## src/rtl/uart_rx_fifo.sv

```systemverilog
// ---------------------------------------------------------------------------
// uart_rx_fifo : first-word fall-through receive buffer with overrun flag and
//                level-threshold interrupt, downstream of the UART rx core.
// Revision     : 1.0
// ---------------------------------------------------------------------------
`default_nettype none

module uart_rx_fifo #(
  parameter int DATA_WIDTH = 8,
  parameter int DEPTH      = 16,
  parameter int DEPTH_LOG2 = 4
) (
  input  logic                  clk_i,
  input  logic                  rstn_i,
  input  logic                  clr_i,
  input  logic [DATA_WIDTH-1:0] rx_data_i,
  input  logic                  rx_err_i,
  input  logic                  rx_valid_i,
  output logic                  rx_ready_o,
  output logic [DATA_WIDTH-1:0] rd_data_o,
  output logic                  rd_err_o,
  output logic                  rd_valid_o,
  input  logic                  rd_ready_i,
  output logic [DEPTH_LOG2:0]   count_o,
  output logic                  empty_o,
  output logic                  full_o,
  output logic                  overrun_o,
  input  logic                  clr_overrun_i,
  input  logic [DEPTH_LOG2:0]   thresh_i,
  output logic                  irq_o
);

  localparam int                  C_WORD_W  = DATA_WIDTH + 1;
  localparam logic [DEPTH_LOG2:0] C_DEPTH   = (DEPTH_LOG2 + 1)'(DEPTH);
  localparam logic [DEPTH_LOG2:0] C_CNT_ONE = (DEPTH_LOG2 + 1)'(1);
  localparam logic [DEPTH_LOG2-1:0] C_PTR_ONE = DEPTH_LOG2'(1);

  logic [C_WORD_W-1:0]   r_mem [DEPTH];
  logic [DEPTH_LOG2-1:0] r_wr_ptr;
  logic [DEPTH_LOG2-1:0] r_rd_ptr;
  logic [DEPTH_LOG2:0]   r_count;
  logic                  r_overrun;
  logic                  r_irq;

  logic                  w_empty;
  logic                  w_full;
  logic                  w_pop;
  logic                  w_push;
  logic                  w_ovr_set;
  logic [DEPTH_LOG2:0]   w_count_next;
  logic                  w_irq_next;
  logic [C_WORD_W-1:0]   w_head;

  assign w_empty   = (r_count == '0);
  assign w_full    = (r_count == C_DEPTH);
  assign w_pop     = rd_ready_i & ~w_empty;
  // A pop in the same cycle frees the slot this push lands in.
  assign w_push    = rx_valid_i & (~w_full | w_pop);
  assign w_ovr_set = rx_valid_i & w_full & ~w_pop;

  always_comb begin
    w_count_next = r_count;
    if (clr_i) begin
      w_count_next = '0;
    end else if (w_push && !w_pop) begin
      w_count_next = r_count + C_CNT_ONE;
    end else if (w_pop && !w_push) begin
      w_count_next = r_count - C_CNT_ONE;
    end
  end

  assign w_irq_next = (thresh_i != '0) && (w_count_next >= thresh_i);

  // Storage is intentionally left out of reset.
  always_ff @(posedge clk_i) begin
    if (w_push && !clr_i) begin
      r_mem[r_wr_ptr] <= {rx_err_i, rx_data_i};
    end
  end

  always_ff @(posedge clk_i or negedge rstn_i) begin
    if (!rstn_i) begin
      r_wr_ptr  <= '0;
      r_rd_ptr  <= '0;
      r_count   <= '0;
      r_overrun <= 1'b0;
      r_irq     <= 1'b0;
    end else begin
      r_count <= w_count_next;
      r_irq   <= w_irq_next;
      if (clr_i) begin
        r_wr_ptr  <= '0;
        r_rd_ptr  <= '0;
        r_overrun <= 1'b0;
      end else begin
        if (w_push) r_wr_ptr <= r_wr_ptr + C_PTR_ONE;
        if (w_pop)  r_rd_ptr <= r_rd_ptr + C_PTR_ONE;
        if (w_ovr_set) begin
          r_overrun <= 1'b1;
        end else if (clr_overrun_i) begin
          r_overrun <= 1'b0;
        end
      end
    end
  end

  assign w_head     = r_mem[r_rd_ptr];
  assign rd_data_o  = w_head[DATA_WIDTH-1:0];
  assign rd_err_o   = w_head[DATA_WIDTH];
  assign rd_valid_o = ~w_empty;
  assign rx_ready_o = ~w_full;
  assign count_o    = r_count;
  assign empty_o    = w_empty;
  assign full_o     = w_full;
  assign overrun_o  = r_overrun;
  assign irq_o      = r_irq;

endmodule

`default_nettype wire
```

## config.mk

```make
export PLATFORM = sky130hd
export DESIGN_NAME = uart_rx_fifo
export DESIGN_NICKNAME = d
export VERILOG_FILES = /design/src/rtl/uart_rx_fifo.sv
export SDC_FILE = /design/constraint.sdc
export NUM_CORES = 1
export LEC_CHECK = 0
export BUFFER_PORTS_ARGS = -buffer_cell sky130_fd_sc_hd__buf_2
export CELL_PAD_IN_SITES_DETAIL_PLACEMENT = 0
export CELL_PAD_IN_SITES_GLOBAL_PLACEMENT = 1
export CORE_MARGIN = 4
export CORE_UTILIZATION = 52
export DETAILED_ROUTE_END_ITERATION = 10
export PLACE_DENSITY = 0.82
export SETUP_SLACK_MARGIN = 0.5
export SLEW_MARGIN = 20
export SYNTH_ARGS = -nofsm -noshare
export SYNTH_HDL_FRONTEND = slang
export SYNTH_SLANG_ARGS = --single-unit
export TNS_END_PERCENT = 1
```

## constraint.sdc

```tcl
create_clock -name clk_i -period 3.4 [get_ports clk_i]
set_input_delay 0.17 -clock clk_i [delete_from_list [all_inputs] [get_ports clk_i]]
set_output_delay 0.17 -clock clk_i [all_outputs]
set_load 0.05 [all_outputs]
```

==> impl_metrics.py <==
metrics = {
    "outcome": {
        "status": "finished, final reports clean",
    },
    "detailed_routing": {
        "num_vias": 3402,
        "vias_per_cell": 5.845,
        "ant_nets": 0,
        "drtIter0Drc": 346,
        "drc": 0,
        "wl_per_cell_um": 22.85,
        "routed_wl_um": 13300,
        "firstDrtPassIters": 4,
    },
    "timing": {
        "post-route-period-util_pct": 79.34,
        "drv_slew": 0,
        "hold_viol_final": 0,
        "fmax_mhz": 370.7,
        "slew-limit-headroom_pct": 36.54,
        "worst_slack_ps": 702.6,
        "setup_violations": 0,
        "period_needed_ps": 2697,
        "tns_ps": 0,
        "skew_ps": 10.18,
        "rsz0062_at_grt": "true",
        "hold_slack_ps": 55.77,
        "max_slew.worst_pin.slew_ps": 950.0,
    },
    "clock_tree": {
        "cts_sinks": 159,
        "clkLatencyLatePin_ps": 430,
        "tritoncts": "built",
        "clkTransAtPathRegs_ps": 60,
        "root_buffer": "clkbuf_16",
        "cts_setup_buffers": 0,
        "numCtsBuffers": 17,
        "htree_levels": 4,
        "cts_buffer_depth": 2,
    },
    "synth": {
        "synth_edf_count": 144,
        "ys_ff_latch": 159,
        "synthArstFlopShare_pct": 9.434,
        "synthDistinctLibCells": 49,
        "synthTopCellsByArea": "edfxtp_1, mux4_2, dfrtp_1, ha_1, a22oi_1",
        "synth-main-ff-cell": "edfxtp_1",
        "synth_top_area_share_pct": 65.79,
        "yosysWarnings": 0,
        "seq_area_frac_synth_pct": 71.50,
        "postSynthCellCount": 353,
        "syn_nets": 385,
        "syn_area_um2": 6573,
        "yosysTopAreaCell": "edfxtp_1",
        "synth_area_per_cell_um2": 18.62,
    },
    "setup_path": {
        "slowest_delay_ps": 500,
        "required_ps": 3710,
        "critPathKind": "register to register",
        "path_cells": "inv_1, ha_1, or3b_1, a21oi_4, nand3_1, a31oi_1, ha_1, a211o_1, o211ai_1, a21oi_1",
        "cp-start-kind": "register",
        "cpMostUsedCell": "ha_1",
        "end_kind": "register",
        "cpMaxStageDelayCell": "or3b_1",
        "arrival_ps": 3010,
        "cp_max_fo": 7,
    },
    "final_layout": {
        "synthToLayoutAreaGrowth_pct": 16.30,
        "layout_common_cells": "edfxtp_1, buf_2, mux4_2",
        "fillCellCount": 889,
        "drive_above_1_share_pct": 29.47,
        "antenna_cells": 0,
        "final_common_cell": "edfxtp_1",
        "nNetsFinal": 433,
    },
    "global_route": {
        "grt_overflow": 0,
        "track_usage_pct": 20.02,
        "grt_pass1_wl_um": 20740,
        "grt_pass1_vias": 3565,
        "antenna_found_initial": 0,
        "grt_max_degree": 31,
    },
    "power": {
        "p_comb_share_pct": 19.4,
        "switchingPower_w": 0.001432,
        "power_frac_seq_pct": 40.9,
        "powerDensity_nw_per_um2": 706.1,
        "intPower_w": 0.003965,
        "peakVddDrop_uv": 433.2,
        "clkPwrFrac_pct": 39.6,
        "finalPower_w": 0.005397,
        "leakagePower_nw": 2.634,
        "swShare_pct": 26.54,
    },
    "run": {
        "cap_viol_max_count": 0,
    },
    "die": {
        "ios": 40,
        "dieArea_um2": 14500,
        "die_width_um": 120.4,
        "die_y_um": 120.4,
        "fp.coreArea_um2": 12210,
        "start_util_pct": 53.82,
        "core.rowCount": 40,
    },
    "place": {
        "dp_hpwl_um": 8012,
        "place_ws_ps": 647.7,
        "port_buffers": 39,
        "finalWeightedCongestion": 0.8300,
    },
    "min_path": {
        "hp-class": "primary input to register",
    },
}
==> state kept, by name, indices dropped and copies added (netlist names) <==
| signal | flops |
|---|---|
| irq_o | 1 |
| overrun_o | 1 |
| r_mem | 144 |
| r_rd_ptr | 4 |
| r_wr_ptr | 4 |
| count_o | 5 |
==> critical path, delay by kind of cell (launching register included) <==
family | cells | cell delay, ps
AO/OA/AOI/OAI | 5 | 980
AND/OR/NAND/NOR | 2 | 600
buffers and inverters | 1 | 90
adder cells (fa/ha/maj) | 2 | 480
flip-flops | 1 | 440
==> final cells by class <==
cell class,instances,area [um^2],share of cell area [%]
sequential,159,4703,61.53
clock buffer,19,432.9,5.664
timing repair buffer,46,265.3,3.470
tap,168,210.2,2.750
inverter,10,42.54,0.5566
clock inverter,13,236.5,3.094
multi-input combinational,167,1753,22.93
==> per-layer routing <==
layer	vias to the layer above	track usage (%)	share of wire (%)
met5	-	0	0
met4	0	9.490	2.6
met3	23	5.239	6.0
met2	108	30.95	50
met1	1759	26.78	41
li1	1512	-	-
==> synthesized netlist by cell type (3+ instances only) <==
cell type and count:
dfrtp_1 15, clkbuf_1 7, xor2_1 5, inv_1 9, buf_2 6, o211ai_1 3
nor2_1 14, and2_1 17, edfxtp_1 144, mux2i_1 4, ha_1 12, nand2b_1 3
a22oi_1 18, nor2b_1 4, mux4_2 36, a21oi_1 5, nand2_1 12, nand3_1 4
==> through the flow <==
step | cell area (um^2) | utilization (%) | instances
3_5_place_dp | 6949 | 56.91 | 548
4_1_cts | 7639 | 62.55 | 582
3_3_place_gp | 6949 | 56.91 | 548
6_report | 7644 | 62.59 | 582
5_1_grt | 7644 | 62.59 | 582
2_1_floorplan | 6575 | - | 353
==> path summary, 6_finish.rpt <==
check                      depth (start not counted)           to         from  slack [ps]
setup / recovery                                  10        irq_o   count_o[0]         700
max in group asynchronous                          2  r_rd_ptr[0]       rstn_i        2920
min in group asynchronous                          2   count_o[3]       rstn_i         190
setup reg to reg                                  10        irq_o   count_o[0]         700
hold reg to reg                                    2    overrun_o    overrun_o         540
hold / removal                                     3        irq_o  thresh_i[2]          60
==> power by group through the flow <==
stage / clock (W) / combinational [W] / sequential [W]
2_1_floorplan: 0 / 0.000806 / 0.00229
3_3_place_gp: 0 / 0.00104 / 0.00225
3_5_place_dp: 0 / 0.00105 / 0.00225
4_1_cts: 0.00217 / 0.00106 / 0.00221
5_1_grt: 0.00227 / 0.00114 / 0.00222
6_report: 0.00214 / 0.00105 / 0.00221
==> cell families after synthesis <==
group,synth area share [%]
compound gates,4.074
xor+xnor,0.7995
fa+ha+maj,2.284
buf+inv,1.904
flops,71.50
mux,13.46
simple gates,5.978
==> what timing repair did <==
action,CTS,global route
endpoints found under the setup margin,0,4
hold buffers,2,0
endpoints found under the hold margin,16,0
gates resized for setup,0,2
Power figures use the tool's default switching activity.
